File: src/rtl/control_pkg.sv
// control_pkg: shared opcodes, ALU codes, step numbers and state classes for the control sequencer.
//   No ports; imported by opcode_class_decode and control_sequencer.
package control_pkg;

    localparam logic [4:0] OP_LD   = 5'b00000;
    localparam logic [4:0] OP_LDI  = 5'b00001;
    localparam logic [4:0] OP_ST   = 5'b00010;
    localparam logic [4:0] OP_ADD  = 5'b00011;
    localparam logic [4:0] OP_SUB  = 5'b00100;
    localparam logic [4:0] OP_AND  = 5'b00101;
    localparam logic [4:0] OP_OR   = 5'b00110;
    localparam logic [4:0] OP_ADDI = 5'b01100;
    localparam logic [4:0] OP_ANDI = 5'b01101;
    localparam logic [4:0] OP_ORI  = 5'b01110;
    localparam logic [4:0] OP_BR   = 5'b10010;
    localparam logic [4:0] OP_JR   = 5'b10011;
    localparam logic [4:0] OP_NOP  = 5'b11010;
    localparam logic [4:0] OP_HALT = 5'b11011;

    localparam logic [3:0] ALU_ADD = 4'd0;
    localparam logic [3:0] ALU_SUB = 4'd1;
    localparam logic [3:0] ALU_AND = 4'd2;
    localparam logic [3:0] ALU_OR  = 4'd3;

    localparam logic [2:0] T0 = 3'd0;
    localparam logic [2:0] T1 = 3'd1;
    localparam logic [2:0] T2 = 3'd2;
    localparam logic [2:0] T3 = 3'd3;
    localparam logic [2:0] T4 = 3'd4;
    localparam logic [2:0] T5 = 3'd5;
    localparam logic [2:0] T6 = 3'd6;
    localparam logic [2:0] T7 = 3'd7;

    // Bit positions in the one-hot instruction class vector.
    localparam int C_ALU_RR  = 0;
    localparam int C_ALU_IMM = 1;
    localparam int C_LDI     = 2;
    localparam int C_LD      = 3;
    localparam int C_ST      = 4;
    localparam int C_BR      = 5;
    localparam int C_JR      = 6;
    localparam int C_NOP     = 7;
    localparam int C_HALT    = 8;

    typedef enum logic [1:0] {S_RESET, S_STEP, S_HALT} state_t;

endpackage

File: src/rtl/opcode_class_decode.sv
// opcode_class_decode: maps a 5-bit opcode to a one-hot instruction class and its ALU operation.
//   opcode   in  5  IR[31:27]
//   op_class out 9  one-hot class, indexed by the C_* positions in control_pkg
//   alu_op   out 4  ALU operation used by the class's compute step
module opcode_class_decode
    import control_pkg::*;
(
    input  logic [4:0] opcode,
    output logic [8:0] op_class,
    output logic [3:0] alu_op
);

    always_comb begin
        op_class            = '0;
        op_class[C_ALU_RR]  = opcode inside {OP_ADD, OP_SUB, OP_AND, OP_OR};
        op_class[C_ALU_IMM] = opcode inside {OP_ADDI, OP_ANDI, OP_ORI};
        op_class[C_LDI]     = opcode == OP_LDI;
        op_class[C_LD]      = opcode == OP_LD;
        op_class[C_ST]      = opcode == OP_ST;
        op_class[C_BR]      = opcode == OP_BR;
        op_class[C_JR]      = opcode == OP_JR;
        op_class[C_HALT]    = opcode == OP_HALT;
        // nop and every undefined opcode fall into the nop class
        op_class[C_NOP]     = op_class == '0;
        alu_op = (opcode == OP_SUB)                  ? ALU_SUB :
                 (opcode inside {OP_AND, OP_ANDI})   ? ALU_AND :
                 (opcode inside {OP_OR, OP_ORI})     ? ALU_OR  : ALU_ADD;
    end

endmodule

File: src/rtl/control_sequencer.sv
// control_sequencer: multi-cycle fetch/execute control unit driving every single-bus datapath strobe.
//   clk, reset (sync, active-high)  ; IR[31:0] instruction, CON branch condition
//   Gra/Grb/Grc, Rin/Rout/BAout     register-file selects and enables
//   Cout, PCout/PCin/IncPC, MARin/MDRin/MDRout, Read/Write, IRin/Yin/Zin/Zlowout/CONin
//   alu_op[3:0], Run
module control_sequencer
    import control_pkg::*;
(
    input  logic        clk,
    input  logic        reset,
    input  logic [31:0] IR,
    input  logic        CON,
    output logic        Gra,
    output logic        Grb,
    output logic        Grc,
    output logic        Rin,
    output logic        Rout,
    output logic        BAout,
    output logic        Cout,
    output logic        PCout,
    output logic        PCin,
    output logic        IncPC,
    output logic        MARin,
    output logic        MDRin,
    output logic        MDRout,
    output logic        Read,
    output logic        Write,
    output logic        IRin,
    output logic        Yin,
    output logic        Zin,
    output logic        Zlowout,
    output logic        CONin,
    output logic [3:0]  alu_op,
    output logic        Run
);

    state_t     state, state_n;
    logic [2:0] step, step_n;
    logic [8:0] cls;
    logic [3:0] dec_alu;
    logic       last;
    logic       ir_unused;

    assign ir_unused = ^IR[26:0];

    opcode_class_decode u_dec (
        .opcode   (IR[31:27]),
        .op_class (cls),
        .alu_op   (dec_alu)
    );

    always_ff @(posedge clk) begin
        if (reset) begin
            state <= S_RESET;
            step  <= T0;
        end else begin
            state <= state_n;
            step  <= step_n;
        end
    end

    // Final step of each instruction class; T7 always ends an instruction.
    assign last = (step == T2 && cls[C_NOP]) ||
                  (step == T3 && cls[C_JR]) ||
                  (step == T5 && (cls[C_ALU_RR] || cls[C_ALU_IMM] || cls[C_LDI])) ||
                  (step == T6 && cls[C_BR]) ||
                  (step == T7);

    always_comb begin
        state_n = state;
        step_n  = step;
        case (state)
            S_RESET: begin
                state_n = S_STEP;
                step_n  = T0;
            end
            S_STEP: begin
                if (step == T2 && cls[C_HALT]) begin
                    state_n = S_HALT;
                    step_n  = T0;
                end else begin
                    step_n  = last ? T0 : step + 3'd1;
                end
            end
            default: ;
        endcase
    end

    always_comb begin
        {Gra, Grb, Grc, Rin, Rout, BAout, Cout, PCout, PCin, IncPC, MARin, MDRin, MDRout,
         Read, Write, IRin, Yin, Zin, Zlowout, CONin} = '0;
        alu_op = ALU_ADD;
        Run    = state == S_STEP;
        if (state == S_STEP) begin
            case (step)
                T0: {PCout, MARin, IncPC, Zin} = '1;
                T1: {Zlowout, PCin, Read, MDRin} = '1;
                T2: {MDRout, IRin} = '1;
                T3: begin
                    if (cls[C_BR] || cls[C_JR]) begin
                        {Gra, Rout} = '1;
                        CONin = cls[C_BR];
                        PCin  = cls[C_JR];
                    end else if (cls[C_ALU_RR] || cls[C_ALU_IMM]) begin
                        {Grb, Rout, Yin} = '1;
                    end else if (cls[C_LDI] || cls[C_LD] || cls[C_ST]) begin
                        {Grb, BAout, Yin} = '1;
                    end
                end
                T4: begin
                    if (cls[C_BR]) begin
                        {PCout, Yin} = '1;
                    end else if (cls[C_ALU_RR]) begin
                        {Grc, Rout, Zin} = '1;
                        alu_op = dec_alu;
                    end else if (cls[C_ALU_IMM]) begin
                        {Cout, Zin} = '1;
                        alu_op = dec_alu;
                    end else if (cls[C_LDI] || cls[C_LD] || cls[C_ST]) begin
                        {Cout, Zin} = '1;
                    end
                end
                T5: begin
                    if (cls[C_BR])
                        {Cout, Zin} = '1;
                    else if (cls[C_ALU_RR] || cls[C_ALU_IMM] || cls[C_LDI])
                        {Zlowout, Gra, Rin} = '1;
                    else if (cls[C_LD] || cls[C_ST])
                        {Zlowout, MARin} = '1;
                end
                T6: begin
                    if (cls[C_LD]) begin
                        {Read, MDRin} = '1;
                    end else if (cls[C_ST]) begin
                        {Gra, Rout, MDRin} = '1;
                    end else if (cls[C_BR]) begin
                        Zlowout = 1'b1;
                        PCin    = CON;
                    end
                end
                default: begin
                    if (cls[C_LD])
                        {MDRout, Gra, Rin} = '1;
                    else if (cls[C_ST])
                        Write = 1'b1;
                end
            endcase
        end
    end

endmodule

File: config.mk
export PLATFORM = sky130hd
export DESIGN_NAME = control_sequencer
export DESIGN_NICKNAME = d
export VERILOG_FILES = /design/src/rtl/control_pkg.sv /design/src/rtl/opcode_class_decode.sv /design/src/rtl/control_sequencer.sv
export SDC_FILE = /design/constraint.sdc
export NUM_CORES = 1
export LEC_CHECK = 0
export CORE_ASPECT_RATIO = 0.8
export CORE_UTILIZATION = 39
export CTS_CLUSTER_DIAMETER = 60
export DETAILED_ROUTE_END_ITERATION = 16
export PLACE_DENSITY = 0.83
export SLEW_MARGIN = 10
export SYNTH_ARGS = -nofsm -noshare
export SYNTH_HDL_FRONTEND = slang
export SYNTH_SLANG_ARGS = --single-unit
File: constraint.sdc
create_clock -name clk -period 4.55 [get_ports clk]
set_input_delay 0.455 -clock clk [delete_from_list [all_inputs] [get_ports clk]]
set_output_delay 0.455 -clock clk [all_outputs]
set_load 0.05 [all_outputs]
# Yosys cells after proc, flatten, opt, wreduce, memory -nomap -nowiden
# Cells that the tools add are included.
word_totals:
  regBits: 5
  latch_bits: 0
  ram_bits: 0
  rom_bits: 0
  inputBits: 35
  out_inout_bits: 25
  word_cells: 140
  memories: 0
classes:
  add_sub_neg: 1
  n_mul: 0
  div_mod_pow: 0
  n_lt_le_gt_ge: 0
  n_eq_ne: 21
  shifts: 0
  n_mux: 87
  bitwise_logic: 0
  reduce_logical: 29
op_table:
  columns: ["operator", "n"]
  rows:
  - ["$mux 1", 61]
  - ["$mux 4", 7]
  - ["$pmux 1 s2", 8]
  - ["$eq 5x3->1 const B", 3]
  - ["$eq 5x4->1 const B", 3]
  - ["$eq 5x5->1 const B", 3]
  - ["$eq 3x3->1 const B", 4]
  - ["$pmux 1 s3", 4]
  - ["$reduce_or 6->1", 2]
  - ["$eq 5x2->1 const B", 2]
  - ["$logic_or 1x1->1", 10]
  - ["$logic_not 8->1", 1]
  - ["$reduce_or 7->1", 1]
  - ["$eq 3x2->1 const B", 2]
  - ["$mux 3", 2]
  - ["$pmux 3 s2", 1]
  - ["$reduce_bool 2->1", 3]
  - ["$eq 5x1->1 const B", 1]
  - ["$logic_and 1x1->1", 5]
  - ["$logic_not 5->1", 1]
  - ["$mux 2", 2]
  - ["$pmux 1 s4", 1]
  - ["$pmux 2 s2", 1]
  - ["$reduce_bool 4->1", 1]
  - ["9 further kinds", 9]

# Longest topological paths before layout
# Gate-level depths: netlist of the first run.
logic_depth:
  depth_word: 11
  ltp_mapped: 7
  depth_no_buf: 6

# Modules after synthesis
# A second synthesis of the first run with hierarchy kept.
unflattened:
  cells_unflattened: 140
  area_unflattened_um2: 1029.7
by_module_without_submodules:
  columns: ["module", "instances", "cells_per_inst", "area_each_um2", "seq_area_each_um2"]
  rows:
  - ["control_sequencer", 1, 110, 823.3, 100.1]
  - ["opcode_class_decode", 1, 30, 206.4, 0.0]

# Worst setup path before layout of the first run
# No wires, ideal clock.
synth_path:
  path_type: "reg-to-output"
  start: "register step[0]"
  end: "output port Write"
  t_arrival_ns: 2.974
  required_ns: 4.095
  path_slack_ns: 1.121
  stages_incl_launch_ff: 6
  path_buffers: 1
  cell_sequence: "dfxtp_1 -> inv_1 -> ha_1 -> clkbuf_1 -> or4b_2 -> nor4_1"
synth_via:
  elab_chain_cells: 4
  word_cells_on_any_way: 10
synth_rtl:
  columns: ["item", "line_no", "text"]
  rows:
  - ["from (decl)", "control_sequencer.sv:38", "logic [2:0] step, step_n;"]
  - ["from (signal assigned)", "control_sequencer.sv:58", "step <= step_n;"]
  - ["$eq 3x2->1, or another cell as far along", "control_sequencer.sv:95", "case (step)"]
  - ["$reduce_or 7->1 (no source line) (*)", null, null]
  - ["$mux 1 (*)", "control_sequencer.sv:95", null]
  - ["$mux 1 (*)", "control_sequencer.sv:94", "if (state == S_STEP) begin"]
  - ["to (decl)", "control_sequencer.sv:27", "output logic Write,"]
# Every way passes the cells marked *; elsewhere a longest branch is shown, timed or not.

# Final worst setup path of the first run
layout_path:
  start: "input port IR[29]"
  end: "output port Gra"
layout_via:
  elab_chain_cells: 8
  word_cells_on_any_way: 25
layout_rtl:
  columns: ["item", "line_no", "text"]
  rows:
  - ["from (decl)", "control_sequencer.sv:11", "input logic [31:0] IR,"]
  - ["$eq 5x2->1, or another cell as far along", "opcode_class_decode.sv:15", "op_class[C_ALU_RR] = opcode inside {OP_ADD, OP_SUB, OP_AND, OP_OR};"]
  - ["$reduce_bool 4->1 / $reduce_bool 3->1 (equally long branches)", "opcode_class_decode.sv:15, opcode_class_decode.sv:16", null]
  - ["$logic_or 1x1->1 (2 in series)", "control_sequencer.sv:126", "else if (cls[C_ALU_RR] || cls[C_ALU_IMM] || cls[C_LDI])"]
  - ["$mux 1", "control_sequencer.sv:126", null]
  - ["$mux 1", "control_sequencer.sv:124", "if (cls[C_BR])"]
  - ["$pmux 1 s4 (*)", "control_sequencer.sv:95", null]
  - ["$mux 1 (*)", "control_sequencer.sv:94", null]
  - ["to (decl)", "control_sequencer.sv:13", "output logic Gra,"]
# Marks and branches as above.

==> run_results.csv, run 1 <==
group,metric,value,unit
run_status,status,"completed",
floorplan,io_pins,60,
setup_path,worstSetupStartpointType,"input pin",
setup_path,crit_arrival,3.29,ns
floorplan,core,2200,µm²
clock_tree,cts.path.max_buffers,2,
synth,synth_cell_type_count,44,
synth,netlist.area_leader.share,10.8,%
setup_path,startpoint,"IR[29]",
timing,fin_worst_skew,0.00540,ns
pwr,finalPower,0.185,mW
synth,synth-simple-area-share,38.5,%
clock_tree,root_buffer,"clkbuf_4",
final_layout,final_nets,205,
timing,drv_slew,0,
synth,netlist_instances,139,
clock_tree,ctsHoldBuffers,0,
synth,synth_area_leader_cell,"dfxtp_1",
timing,tns,0,ns
routing,postRouteWirelength,2730,µm
synth,netlist_area,928,µm²
clock_tree,post_cts_buffers,0,
synth,synth.area.mux_share,1.21,%
placed_design,port_buffers,30,
synth,ys.flop_type,"dfxtp_1",
global_route,overflow,0,
synth,synth_edf_count,0,
routing,vias,1143,
clock_tree,cts.clk_slew.worst_paths,0.05,ns
final_layout,fillers,224,
global_route,grt_max_degree,23,
timing,max_freq,267,MHz
synth,synthXorXnorAreaFrac,1.89,%
pwr,p_leak,0.452,nW
floorplan,dieHeight,45.6,µm
timing,period_minus_slack,3.75,ns
worst_hold_path,min_path_type,"register to register",
setup_path,cp.required,4.09,ns
routing,wl_per_cell,14.6,µm
synth,async_reset_ff_share,0,%
run,cap_violations,0,
floorplan,die-area,2580,µm²
floorplan,dieWidth,56.6,µm
timing,slew_headroom,52.7,%
floorplan,initial_core_util,42.3,%
final_layout,postLayoutCoreUtil,56.4,%
final_layout,area_growth_syn_to_layout,33.4,%
placed_design,gp_congestion,0.887,
timing,fin_crit_sh,82.4,%
synth,avgSynthCellArea,6.68,µm²
clock_tree,clock_sinks,5,
floorplan,rows,15,
clock_tree,htreeDepth,1,
routing,viasPerCell,6.11,
final_layout,drive_gt1_share,4.32,%
timing,rsz0062_at_grt,"no",
synth,synthAdderAreaFrac,10.2,%
synth,synth_top_family_by_area,"simple AND/OR/NAND/NOR gates",
setup_path,criticalPathCategory,"input pin to output pin",
pwr,power_density,149,nW/µm²
routing,drtAntennaViolNets,0,
global_route,grt_antenna_before_repair,0,
clock_tree,cts_tree,"built",
synth,synth_area_leaders,"dfxtp_1 11%, ha_1 8.1%, nand2_1 5.7%, a21oi_1 5.4%, inv_1 4.0%",
routing,dr.pass1.iters,4,
routing,drc_errors,0,
timing,final-setup-viol-count,0,
clock_tree,clk_latency,0.24,ns
clock_tree,cts-resized-gates,0,
synth,ys_ff_latch,5,
pwr,vdd_drop_max,0.199,mV
setup_path,r2r_slack,2.00,ns
global_route,grt_pass1_wl,4660,µm
synth,yosysSeqAreaShare,10.8,%
setup_path,critical_path.endpoint,"Gra",
synth,ys_warn_count,0,
clock_tree,cts_buffers,3,
timing,finalHoldViolations,0,
routing,dr.first_iter.drc_count,37,
global_route,grt_pass1_vias,1022,
placed_design,place_hpwl,2000,µm
timing,worstMarginPinSlew,0.709,ns
final_layout,n_antenna_cell,0,
setup_path,reg2reg_from,"step[2]",
synth,synth_compound_area_share,26.5,%
setup_path,path_max_fanout,14,
global_route,grt_usage,22.8,%
setup_path,reg2reg_depth,6,
setup_path,worst_setup_path_end_kind,"output pin",
setup_path,r2r-end,"step[1]",
-- kinds of logic after synthesis --
logic type,after synthesis
xor+xnor,2
other cells,1
mux,1
simple gates,64
compound gates,36
fa+ha+maj,7
flops,5
buf+inv,23
-- critical path, cell delays in order --
cell	delay (ns)
clkdlybuf4s50_1	0.63
or4_4	0.64
or4_1	0.49
a31oi_1	0.23
clkdlybuf4s50_1	0.85
-- cell type report --
cell class,count,area (µm²),area share (%)
Clock buffer,4,26.3,2.12
Tap cell,25,31.3,2.53
Timing Repair Buffer,31,308,24.8
Sequential cell,5,100,8.08
Multi-Input combinational cell,112,736,59.4
Inverter,10,37.5,3.03
-- worst min path at each step --
stage / from / to / slack, ns / cells past startpoint
final: state[0] / state[0] / 0.49 / 1
after global routing: state[0] / state[0] / 0.51 / 1
after CTS: state[0] / state[0] / 0.49 / 1
after detailed placement: state[0] / state[0] / 0.48 / 1
after global placement: state[0] / state[0] / 0.46 / 1
after floorplan: state[0] / state[0] / 0.45 / 1
-- registers in the layout (all words and copies together), names as in the netlist --
signal and flops:
state 2, step 3
-- report_power, final --
group	leakage [nW]	switching, mW	total, mW	internal [mW]
Combinational	0.396	0.0561	0.0850	0.0289
Clock	0.0150	0.0184	0.0516	0.0332
Sequential	0.0410	0.00261	0.0481	0.0455
Total	0.452	0.0772	0.185	0.108
-- per-stage QoR --
step / cells / setup WS, ns / hold slack, ns / area (µm²)
2_1_floorplan: 140 / 1.12 / 0.455 / 932
3_3_place_gp: 183 / 0.841 / 0.464 / 1210
3_5_place_dp: 183 / 0.819 / 0.477 / 1210
4_1_cts: 187 / 0.796 / 0.488 / 1240
5_1_grt: 187 / 0.585 / 0.514 / 1240
6_report: 187 / 0.801 / 0.486 / 1240
-- placed cells by master (no fill, tap or decap), drive strengths merged, types with 2 or more instances in the layout --
cell type      netlist  layout
a211oi               2       2
xnor2                2       2
and3                 2       2
conb                 1       2
nor3b                2       2
o211ai               4       4
o21ai                4       4
a32oi                3       3
clkdlybuf4s50        0      30
nand4                3       3
nand2b               5       5
or4                  3       3
and3b                2       2
nor2b                5       5
o31ai                4       4
a21oi               10      10
nor4                 3       3
nand2               14      14
nand3                6       6
inv                 10      10
nor2                10      10
ha                   6       6
clkbuf               9       4
nor3                 3       3
and2                 2       2
dfxtp                5       5
-- Yosys cell counts (all sizes together), types with 2 or more instances --
cell type  number
nand2          14
a21oi          10
inv            10
nor2           10
clkbuf          9
ha              6
nand3           6
dfxtp           5
nand2b          5
nor2b           5
buf             4
o211ai          4
o21ai           4
o31ai           4
a32oi           3
nand4           3
nor3            3
nor4            3
or4             3
a211oi          2
and2            2
and3            2
and3b           2
nor3b           2
xnor2           2
-- layer usage --
| metal | global-route usage, % | up-vias | routed length (µm) | part of all wire, % |
|---|---|---|---|---|
| met3 | 5.40 | 2 | 251 | 9.2 |
| met2 | 37.2 | 65 | 1240 | 45 |
| met1 | 31.4 | 524 | 1220 | 45 |
| met5 | 0 | - | 0 | 0 |
| li1 | - | 552 | - | - |
| met4 | 3.41 | 0 | 14 | 0.51 |
(Power assumes the default switching activity.)
==> run 2, diff against run 1 <==
- CORE_UTILIZATION: 39 -> 33
- PLACE_DENSITY: 0.83 -> 0.74
- clock period: 4.55 -> 3.2 ns (I/O delays scaled with it)
==> run_results.csv, run 2 (synthesis gave the netlist of run 1 again) <==
group,metric,value,unit
clock_tree,htreeDepth,1,
setup_path,crit_path_cell_trace,"ha_1, ha_1, nor4bb_1, a32oi_1, o21a_1, nor2_1, buf_12",
floorplan,io_pins,60,
timing,holdWs,0.474,ns
final_layout,n_antenna_cell,0,
clock_tree,clock_sinks,5,
final_layout,final_common_cell,"buf_4",
setup_path,path_max_fanout,7,
timing,fin_worst_skew,0.000702,ns
timing,period_minus_slack,2.98,ns
floorplan,dieWidth,61.3,µm
final_layout,regMostFlops,"step",
setup_path,crit_arrival,2.66,ns
clock_tree,cts.path.max_buffers,2,
final_layout,area_growth_syn_to_layout,45.3,%
timing,drv_slew,0,
setup_path,path_common_cell,"ha_1",
clock_tree,clk_latency,0.23,ns
pwr,power.net_switching,0.108,mW
final_layout,fillers,260,
final_layout,largest_reg_flops,3,
timing,fin_crit_sh,93.2,%
pwr,clock_power_share,25.6,%
global_route,grt_pass1_vias,995,
clock_tree,ctsHoldBuffers,0,
routing,dr.first_iter.drc_count,74,
global_route,met2_usage,30.4,%
setup_path,cp_top_family,"simple AND/OR/NAND/NOR gates",
placed_design,dp_slack,0.443,ns
placed_design,gp_congestion,0.848,
global_route,grt_max_degree,16,
routing,drc_errors,0,
pwr,finalPower,0.268,mW
run,cap_violations,0,
final_layout,final_nets,212,
routing,drtAntennaViolNets,0,
setup_path,cp.required,2.88,ns
final_layout,final_cell_mix,"17 x buf_4, 15 x clkdlybuf4s50_1, 14 x nand2_1",
timing,rsz0062_at_grt,"no",
global_route,grt_antenna_before_repair,0,
setup_path,r2r_slack,0.85,ns
floorplan,initial_core_util,36.2,%
final_layout,largest_registers,"step x3, state x2",
pwr,internal_power,0.159,mW
placed_design,place_hpwl,2130,µm
routing,postRouteWirelength,2730,µm
global_route,use_met3,0,%
setup_path,worstSetupStartpointType,"register",
setup_path,worst_setup_path_end_kind,"output pin",
pwr,power_frac_seq,25.5,%
floorplan,dieHeight,49.4,µm
routing,wl_per_cell,13.3,µm
final_layout,drive_gt1_share,17.8,%
setup_path,path_buf_inv,1,
floorplan,rows,16,
worst_hold_path,worstHoldStart,"state[0]",
timing,setup_slack,0.218,ns
timing,max_freq,335,MHz
timing,tns,0,ns
routing,viasPerCell,5.50,
routing,dr.pass1.iters,4,
worst_hold_path,hold_depth,1,
setup_path,criticalPathCategory,"register to output pin",
pwr,power_density,198,nW/µm²
pwr,p_leak,0.532,nW
worst_hold_path,hold_end,"state[0]",
worst_hold_path,min_path_type,"register to register",
pwr,swShare,40.4,%
run_status,status,"completed",
floorplan,die-area,3030,µm²
setup_path,critPathSlowestCell,"nor4bb_1",
global_route,grt_pass1_wl,4440,µm
placed_design,post-place-cells,201,
clock_tree,cts_buffers,3,
setup_path,r2r-end,"step[0]",
global_route,overflow,0,
timing,final-setup-viol-count,0,
setup_path,slowest_delay,0.57,ns
setup_path,reg2reg_depth,6,
clock_tree,cts-resized-gates,0,
clock_tree,post_cts_buffers,0,
floorplan,core,2560,µm²
timing,slew_headroom,55.9,%
global_route,grt_use_met1,27.1,%
global_route,grt_usage,18.6,%
routing,vias,1128,
global_route,busiest_layer,"met2",
clock_tree,root_buffer,"clkbuf_4",
clock_tree,cts_tree,"built",
placed_design,port_buffers,30,
clock_tree,cts.clk_slew.worst_paths,0.04,ns
pwr,vdd_drop_max,0.163,mV
setup_path,reg2reg_from,"step[2]",
timing,finalHoldViolations,0,
timing,worstMarginPinSlew,0.652,ns
pwr,p_comb_share,48.9,%
final_layout,finalNonFillerCells,205,
[run 2: cell types whose count changed in the layout (fill, tap and decap cells not counted)]
cell / delta
buf_12: +6
buf_4: +16
clkdlybuf4s50_1: -15
nor4_1: -1
nor4_2: +1
[run 2: cell type report]
class	instances	area, µm²	share of cell area [%]
timing repair buffer	38	398	29.5
clock buffer	4	26.3	1.95
multi-input combinational	112	742	55.0
tap	36	45.0	3.34
inverter	10	37.5	2.78
sequential	5	100	7.42
[run 2: worst register-to-register path, cell delays in order (launching register included)]
cell and delay (ns):
dfxtp_1 0.61, inv_1 0.18, ha_1 0.35, nor4bb_1 0.21
a2111oi_0 0.42, nand3_1 0.20, o31ai_1 0.28
[run 2: worst max path at each step]
| stage | start | endpoint | slack [ns] | cells past startpoint |
|---|---|---|---|---|
| floorplan | state[1] | BAout | 0.18 | 4 |
| global placement | IR[29] | Rin | 0.46 | 5 |
| detailed placement | IR[29] | Grb | 0.44 | 6 |
| CTS | step[0] | PCin | 0.22 | 7 |
| global route | step[0] | PCin | 0.05 | 7 |
| finish | step[0] | PCin | 0.22 | 7 |
[run 2: power groups by stage]
| stage | Clock (mW) | Combinational (mW) | Sequential [mW] |
|---|---|---|---|
| after global placement | 0 | 0.128 | 0.0689 |
| after detailed placement | 0 | 0.130 | 0.0692 |
| after floorplan | 0 | 0.0849 | 0.0681 |
| final | 0.0686 | 0.131 | 0.0682 |
| after global routing | 0.0774 | 0.140 | 0.0684 |
| after CTS | 0.0720 | 0.130 | 0.0682 |
[run 2: per-stage QoR]
step / instance area [µm²] / util [%]
6_report: 1350 / 52.6
3_3_place_gp: 1320 / 51.6
3_5_place_dp: 1320 / 51.6
4_1_cts: 1350 / 52.6
5_1_grt: 1350 / 52.6
2_1_floorplan: 938 / -
[run 2: routing by layer]
layer | wire length (µm) | up-vias
li1 | - | 568
met1 | 1270 | 515
met2 | 1320 | 45
met3 | 144 | 0
met4 | 0 | 0
met5 | 0 | -
